[config.mk]
export PLATFORM = sky130hd
export DESIGN_NAME = cpu_seq_ctrl
export DESIGN_NICKNAME = d
export VERILOG_FILES = /design/src/rtl/cpu_seq_ctrl_pkg.sv /design/src/rtl/cpu_alu.sv /design/src/rtl/cpu_seq_ctrl.sv
export SDC_FILE = /design/constraint.sdc
export NUM_CORES = 1
export LEC_CHECK = 0
export CORE_MARGIN = 2
export CORE_UTILIZATION = 50
export CTS_BUF_LIST = sky130_fd_sc_hd__clkbuf_16
export DETAILED_ROUTE_END_ITERATION = 16
export MAX_ROUTING_LAYER = met4
export PLACE_DENSITY = 0.81
export SLEW_MARGIN = 20
export SYNTH_ARGS = -nofsm -noshare
export SYNTH_HDL_FRONTEND = slang
export SYNTH_SLANG_ARGS = --single-unit
[constraint.sdc]
create_clock -name clk -period 3.6 [get_ports clk]
set_input_delay 0.72 -clock clk [delete_from_list [all_inputs] [get_ports clk]]
set_output_delay 0.72 -clock clk [all_outputs]
set_load 0.01 [all_outputs]
[src/rtl/cpu_seq_ctrl_pkg.sv]
// ---------------------------------------------------------------------------
// cpu_seq_ctrl_pkg
// Shared definitions for the teaching-CPU sequencer: opcode values,
// instruction field bit positions, FSM state encoding and small opcode
// classification helpers.
// Instruction layout: [15:12] op, [11:8] rd, [7:4] rs1, [3:0] rs2, [7:0] imm8.
// ---------------------------------------------------------------------------
package cpu_seq_ctrl_pkg;

    // Opcodes; values 4'hA..4'hE are treated as NOP.
    localparam logic [3:0] OP_NOP  = 4'h0;
    localparam logic [3:0] OP_ADD  = 4'h1;
    localparam logic [3:0] OP_SUB  = 4'h2;
    localparam logic [3:0] OP_AND  = 4'h3;
    localparam logic [3:0] OP_OR   = 4'h4;
    localparam logic [3:0] OP_XOR  = 4'h5;
    localparam logic [3:0] OP_LDI  = 4'h6;
    localparam logic [3:0] OP_MOV  = 4'h7;
    localparam logic [3:0] OP_JMP  = 4'h8;
    localparam logic [3:0] OP_BEQZ = 4'h9;
    localparam logic [3:0] OP_HALT = 4'hF;

    // Instruction field bit positions
    localparam int OP_HI  = 15;
    localparam int OP_LO  = 12;
    localparam int RD_HI  = 11;
    localparam int RD_LO  = 8;
    localparam int RS1_HI = 7;
    localparam int RS1_LO = 4;
    localparam int RS2_HI = 3;
    localparam int RS2_LO = 0;
    localparam int IMM_HI = 7;
    localparam int IMM_LO = 0;

    // Sequencer states; ST_PAUSE is only reachable in the single-step build
    typedef enum logic [2:0] {
        ST_IDLE   = 3'd0,
        ST_FETCH  = 3'd1,
        ST_DECODE = 3'd2,
        ST_READ   = 3'd3,
        ST_EXEC   = 3'd4,
        ST_WB     = 3'd5,
        ST_HALT   = 3'd6,
        ST_PAUSE  = 3'd7
    } state_e;

    // Opcodes that write rd back to the register file (ADD..MOV)
    function automatic logic op_writes_rd(input logic [3:0] op);
        return (op >= OP_ADD) && (op <= OP_MOV);
    endfunction

    // Opcodes whose result updates the zero flag (ADD..XOR)
    function automatic logic op_sets_zero(input logic [3:0] op);
        return (op >= OP_ADD) && (op <= OP_XOR);
    endfunction

endpackage

[src/rtl/cpu_alu.sv]
// ---------------------------------------------------------------------------
// cpu_alu
// Combinational ALU for the teaching CPU. Arithmetic wraps modulo 2^DATA_W
// with carry/borrow discarded.
// Ports:
//   op     in  4       opcode
//   a      in  DATA_W  source 1 operand
//   b      in  DATA_W  source 2 operand
//   imm8   in  8       immediate (LDI)
//   result out DATA_W  operation result (0 for non-ALU opcodes)
//   zero   out 1       result == 0
// ---------------------------------------------------------------------------
module cpu_alu
    import cpu_seq_ctrl_pkg::*;
#(
    parameter int DATA_W = 8
) (
    input  logic [3:0]        op,
    input  logic [DATA_W-1:0] a,
    input  logic [DATA_W-1:0] b,
    input  logic [7:0]        imm8,
    output logic [DATA_W-1:0] result,
    output logic              zero
);

    // Operation select
    always_comb begin
        result = {DATA_W{1'b0}};
        case (op)
            OP_NOP:  result = {DATA_W{1'b0}};
            OP_ADD:  result = a + b;
            OP_SUB:  result = a - b;
            OP_AND:  result = a & b;
            OP_OR:   result = a | b;
            OP_XOR:  result = a ^ b;
            OP_LDI:  result = DATA_W'(imm8);
            OP_MOV:  result = a;
            default: result = {DATA_W{1'b0}};
        endcase
    end

    assign zero = (result == {DATA_W{1'b0}});

endmodule

[src/rtl/cpu_seq_ctrl.sv]
// ---------------------------------------------------------------------------
// cpu_seq_ctrl
// Multi-cycle control FSM for the 8-bit teaching CPU. Fetches a 16-bit
// instruction, strobes the register file read, executes through cpu_alu,
// strobes the write-back and updates the PC:
//   IDLE -> FETCH -> DECODE -> READ -> EXEC -> WB -> FETCH, plus HALT.
// Build option: define CPU_SINGLE_STEP_EN to add the 'step' input and a
// PAUSE state after WB that only advances to FETCH when step=1.
// Ports:
//   clk, rst                 clock, synchronous active-high reset
//   start                    begin execution from IDLE or HALT
//   step                     (CPU_SINGLE_STEP_EN only) leave PAUSE
//   imem_req/addr/ack/data   instruction fetch handshake (addr = pc)
//   rf_read_en, rf_write_en  one-cycle register file strobes
//   rf_read1/2_addr          source addresses (read1 = rd for BEQZ)
//   rf_write_addr/data       destination address and write-back value
//   rf_read1/2_data          register file read data (valid in EXEC)
//   pc, busy, halted         program counter and status
//   zero_flag                last ADD..XOR result was zero
// All outputs are registered.
// ---------------------------------------------------------------------------
module cpu_seq_ctrl
    import cpu_seq_ctrl_pkg::*;
#(
    parameter int              PC_W    = 8,
    parameter int              DATA_W  = 8,
    parameter int              INSTR_W = 16,
    parameter logic [PC_W-1:0] RST_PC  = 8'h00
) (
    input  logic               clk,
    input  logic               rst,
    input  logic               start,
`ifdef CPU_SINGLE_STEP_EN
    input  logic               step,
`endif
    output logic               imem_req,
    output logic [PC_W-1:0]    imem_addr,
    input  logic               imem_ack,
    input  logic [INSTR_W-1:0] imem_data,
    output logic               rf_read_en,
    output logic               rf_write_en,
    output logic [3:0]         rf_read1_addr,
    output logic [3:0]         rf_read2_addr,
    output logic [3:0]         rf_write_addr,
    output logic [DATA_W-1:0]  rf_write_data,
    input  logic [DATA_W-1:0]  rf_read1_data,
    input  logic [DATA_W-1:0]  rf_read2_data,
    output logic [PC_W-1:0]    pc,
    output logic               busy,
    output logic               halted,
    output logic               zero_flag
);

    localparam logic [PC_W-1:0] PC_ONE = {{(PC_W-1){1'b0}}, 1'b1};

    state_e              state_r;
    state_e              state_next_s;
    logic [3:0]          op_r;
    logic [7:0]          imm8_r;
    logic                branch_r;
    logic [PC_W-1:0]     pc_r;
    logic [PC_W-1:0]     pc_next_s;
    logic [3:0]          rd1_addr_r;
    logic [3:0]          rd2_addr_r;
    logic [3:0]          wr_addr_r;
    logic [DATA_W-1:0]   wr_data_r;
    logic                zero_flag_r;
    logic                imem_req_r;
    logic                rd_en_r;
    logic                wr_en_r;
    logic                busy_r;
    logic                halted_r;
    logic [DATA_W-1:0]   alu_result_s;
    logic                alu_zero_s;
    logic [3:0]          fetch_op_s;

    assign fetch_op_s = imem_data[OP_HI:OP_LO];

    cpu_alu #(
        .DATA_W (DATA_W)
    ) u_alu (
        .op     (op_r),
        .a      (rf_read1_data),
        .b      (rf_read2_data),
        .imm8   (imm8_r),
        .result (alu_result_s),
        .zero   (alu_zero_s)
    );

    // State register
    always_ff @(posedge clk) begin
        if (rst) begin
            state_r <= ST_IDLE;
        end else begin
            state_r <= state_next_s;
        end
    end

    // Next-state logic
    always_comb begin
        state_next_s = state_r;
        case (state_r)
            ST_IDLE: begin
                if (start) state_next_s = ST_FETCH;
                else       state_next_s = ST_IDLE;
            end
            ST_FETCH: begin
                if (imem_ack) state_next_s = ST_DECODE;
                else          state_next_s = ST_FETCH;
            end
            ST_DECODE: begin
                if (op_r == OP_HALT) state_next_s = ST_HALT;
                else                 state_next_s = ST_READ;
            end
            ST_READ: state_next_s = ST_EXEC;
            ST_EXEC: state_next_s = ST_WB;
`ifdef CPU_SINGLE_STEP_EN
            ST_WB:   state_next_s = ST_PAUSE;
            ST_PAUSE: begin
                if (step) state_next_s = ST_FETCH;
                else      state_next_s = ST_PAUSE;
            end
`else
            ST_WB:   state_next_s = ST_FETCH;
`endif
            ST_HALT: begin
                if (start) state_next_s = ST_FETCH;
                else       state_next_s = ST_HALT;
            end
            default: state_next_s = ST_IDLE;
        endcase
    end

    // Next PC at write-back: jump, taken branch, or sequential (wraps)
    always_comb begin
        pc_next_s = pc_r + PC_ONE;
        case (op_r)
            OP_JMP: pc_next_s = PC_W'(imm8_r);
            OP_BEQZ: begin
                if (branch_r) pc_next_s = PC_W'(imm8_r);
                else          pc_next_s = pc_r + PC_ONE;
            end
            default: pc_next_s = pc_r + PC_ONE;
        endcase
    end

    // Datapath registers: instruction fields, rf addresses, result, flags, pc
    always_ff @(posedge clk) begin
        if (rst) begin
            op_r        <= 4'h0;
            imm8_r      <= 8'h00;
            branch_r    <= 1'b0;
            pc_r        <= RST_PC;
            rd1_addr_r  <= 4'h0;
            rd2_addr_r  <= 4'h0;
            wr_addr_r   <= 4'h0;
            wr_data_r   <= {DATA_W{1'b0}};
            zero_flag_r <= 1'b0;
        end else begin
            case (state_r)
                ST_FETCH: begin
                    // Addresses are taken straight from the fetched word so
                    // they are already stable during DECODE, one cycle
                    // ahead of the read strobe.
                    if (imem_ack) begin
                        op_r       <= fetch_op_s;
                        imm8_r     <= imem_data[IMM_HI:IMM_LO];
                        rd1_addr_r <= (fetch_op_s == OP_BEQZ) ? imem_data[RD_HI:RD_LO]
                                                              : imem_data[RS1_HI:RS1_LO];
                        rd2_addr_r <= imem_data[RS2_HI:RS2_LO];
                        wr_addr_r  <= imem_data[RD_HI:RD_LO];
                    end
                end
                ST_EXEC: begin
                    wr_data_r <= alu_result_s;
                    branch_r  <= (rf_read1_data == {DATA_W{1'b0}});
                    if (op_sets_zero(op_r)) zero_flag_r <= alu_zero_s;
                end
                ST_WB: pc_r <= pc_next_s;
                ST_HALT: begin
                    if (start) pc_r <= RST_PC;
                end
                default: ;
            endcase
        end
    end

    // Strobes and status are decoded from the state being entered so that
    // they are registered and line up exactly with that state
    always_ff @(posedge clk) begin
        if (rst) begin
            imem_req_r <= 1'b0;
            rd_en_r    <= 1'b0;
            wr_en_r    <= 1'b0;
            busy_r     <= 1'b0;
            halted_r   <= 1'b0;
        end else begin
            imem_req_r <= (state_next_s == ST_FETCH);
            rd_en_r    <= (state_next_s == ST_READ);
            wr_en_r    <= (state_next_s == ST_WB) && op_writes_rd(op_r);
            busy_r     <= !((state_next_s == ST_IDLE) || (state_next_s == ST_HALT));
            halted_r   <= (state_next_s == ST_HALT);
        end
    end

    assign imem_req      = imem_req_r;
    assign imem_addr     = pc_r;
    assign rf_read_en    = rd_en_r;
    assign rf_write_en   = wr_en_r;
    assign rf_read1_addr = rd1_addr_r;
    assign rf_read2_addr = rd2_addr_r;
    assign rf_write_addr = wr_addr_r;
    assign rf_write_data = wr_data_r;
    assign pc            = pc_r;
    assign busy          = busy_r;
    assign halted        = halted_r;
    assign zero_flag     = zero_flag_r;

endmodule

==> results.sh <==
export IMPL_final_hold_viol_count=0
export IMPL_cap_viol_max_count=0
export IMPL_ios=78
export IMPL_end_kind="flip-flop"
export IMPL_dr_pass1_iters=4
export IMPL_yosysTopAreaCell="dfxtp_1"
export IMPL_required_ns=3.83
export IMPL_htreeDepth=2
export IMPL_post_cts_resized=0
export IMPL_finalCritPeriodShare_pct=95.13
export IMPL_die_area_sq_um=7049
export IMPL_wl_um=8460
export IMPL_io_buffers=77
export IMPL_synth_cells=410
export IMPL_fin_skew_ns=0.002880
export IMPL_synth_area_sq_um=3197
export IMPL_insertedDiodeCount=0
export IMPL_worstHoldPathType="flip-flop to flip-flop"
export IMPL_worst_slew_pin_slew_ns=0.5956
export IMPL_yosysSeqAreaShare_pct=28.81
export IMPL_global_route_usage_total_pct=24.63
export IMPL_grt_pass1_vias=2822
export IMPL_grt_overflow=0
export IMPL_drive_above_1_share_pct=5.485
export IMPL_final_cell_count_no_fill=551
export IMPL_vias=3123
export IMPL_drtIter0Drc=136
export IMPL_globalplace_congestion=0.9309
export IMPL_dpl_instance_area_sq_um=3974
export IMPL_placed_cells=543
export IMPL_syn_avg_cell_area_sq_um=7.797
export IMPL_wl_per_cell_um=15.35
export IMPL_power_mw=1.404
export IMPL_layout_min_cycle_time_ns=3.425
export IMPL_num_rows=29
export IMPL_numClockSinks=46
export IMPL_clock_latency_ns=0.28
export IMPL_nets=535
export IMPL_cts_inserted_buffers=5
export IMPL_ys_seq_elements=46
export IMPL_final_cell_area_sq_um=4140
export IMPL_clk_pin_slew_ns=0.06
export IMPL_finalHoldWorstSlack_ns=0.4544
export IMPL_root_buffer="clkbuf_16"
export IMPL_final_core_util_pct=65.96
export IMPL_start_kind="primary input"
export IMPL_grt_antenna_before_repair=0
export IMPL_max_freq_mhz=292.0
export IMPL_initial_core_util_pct=50.93
export IMPL_synthFlopType="dfxtp_1"
export IMPL_grt_pass1_wl_um=13950
export IMPL_synth_enable_flop_cells=0
export IMPL_die_x_um=83.96
export IMPL_yosysMostFrequentCell="nand2_1"
export IMPL_ir_drop_mv=0.2263
export IMPL_critPathArrivalTime_ns=3.65
export IMPL_async_flop_share_pct=0
export IMPL_grt_max_degree=43
export IMPL_slew_limit_headroom_pct=60.21
export IMPL_drc=0
export IMPL_cts_hold_buf=0
export IMPL_dp_hpwl_um=6632
export IMPL_area_growth_pct=29.51
export IMPL_die_y_um=83.96
export IMPL_synth_top_area_share_pct=28.81
export IMPL_synthTopCellsByCount="nand2_1 (54), dfxtp_1 (46), nor2_1 (40)"
export IMPL_rsz0062_at_grt="no"
export IMPL_status="finished, final reports clean"
export IMPL_setup_viol_count_final=0
export IMPL_yosys_top_cells_area="dfxtp_1 (29%), ha_1 (9.8%), nand2_1 (6.3%), a21oi_1 (5.9%), nor2_1 (4.7%)"
export IMPL_power_density_nw_per_um2=339.0
export IMPL_yosysUniqueCellTypes=52
export IMPL_cp_max_fo=2
export IMPL_post_cts_buffers=0
export IMPL_yosys_warnings=0
export IMPL_antenna_left=0
export IMPL_crit_type="primary input to flip-flop"
export IMPL_slew_violations=0
export IMPL_p_leak_nw=1.553
export IMPL_synth_nets=472
export IMPL_core_sq_um=6277
export IMPL_drt_vias_per_instance=5.668
export IMPL_nFillCells=560
export IMPL_cts_tree="built"
export IMPL_cts_buffer_depth=2
## final timing paths
check,start,end,slack (ns),depth (start not counted)
min reg2reg,rf_write_addr[0],rf_write_addr[0],0.45,2
min,rf_write_addr[0],rf_write_addr[0],0.45,2
max reg2reg,op_r[3],zero_flag,0.38,9
max,rf_read2_data[0],zero_flag,0.18,11
## power by group
| group | internal (mW) | total, mW | switching [mW] |
|---|---|---|---|
| Sequential | 0.529 | 0.547 | 0.0181 |
| Clock | 0.325 | 0.518 | 0.193 |
| Combinational | 0.162 | 0.339 | 0.177 |
| Total | 1.02 | 1.40 | 0.387 |
## per-layer routing
layer  routed length, um  track usage [%]  up-vias
li1                    -                -     1554
met1                3808            31.62     1480
met2                4301            42.33       84
met3                 274            1.978        5
met4                  75            5.718        0
met5                   0                -        -
## worst max-delay path, stage by stage
cell and delay, ns:
clkdlybuf4s50_1 0.47, inv_1 0.06, ha_1 0.29, mux2_2 0.30, fa_1 0.55, nor4b_1 0.06, o31a_1 0.29, a211oi_1 0.34
o211a_1 0.20, and4bb_1 0.20, a41o_1 0.16
## cells by family (layout without fill, tap and decap cells)
logic type,count (synthesis),count (layout),share of synthesized area (%)
fa+ha+maj,26,26,10.41
flops,46,46,28.81
xor+xnor,12,12,3.288
buf+inv,55,119,8.219
simple gates,150,150,23.01
mux,16,16,5.166
compound gates,105,105,21.10
## registers in the layout (all words and copies together), names as in the netlist
name and count:
busy 1, imem_req 1, state_r 3, zero_flag 1, rf_read1_addr 4, rf_read_en 1, op_r 4, rf_write_addr 4
branch_r 1, rf_write_en 1, rf_write_data 8, halted 1, imm8_r 8, imem_addr 8
## metrics by stage
| stage | TNS (ns) | setup WS [ns] |
|---|---|---|
| after detailed placement | -0.05261 | -0.05261 |
| final | 0 | 0.1753 |
| after global placement | -0.002609 | -0.002609 |
| after CTS | 0 | 0.2244 |
| after floorplan | 0 | 0.6664 |
| after global routing | 0 | 0.02587 |
## cell usage in the layout, fill, tap and decap left out, drive strengths merged, types with 6 or more instances in the layout
| master | Yosys | final |
|---|---|---|
| a211oi | 14 | 14 |
| a21oi | 38 | 38 |
| a31oi | 6 | 6 |
| buf | 21 | 12 |
| clkdlybuf4s50 | 0 | 77 |
| dfxtp | 46 | 46 |
| ha | 25 | 25 |
| inv | 22 | 23 |
| mux2i | 12 | 12 |
| nand2 | 54 | 54 |
| nand2b | 7 | 7 |
| nand3 | 9 | 9 |
| nor2 | 40 | 40 |
| nor2b | 11 | 11 |
| o21ai | 13 | 13 |
| xnor2 | 11 | 11 |
## area by class of cell
cell class | count | area, sq um | share of cell area (%)
clock buffer | 5 | 125.1 | 3.022
tap | 77 | 96.34 | 2.327
clock inverter | 3 | 41.29 | 0.9973
multi-input combinational | 309 | 2013 | 48.62
sequential | 46 | 920.9 | 22.24
timing repair buffer | 89 | 860.8 | 20.79
inverter | 22 | 82.58 | 1.995
(Power assumes the default switching activity.)
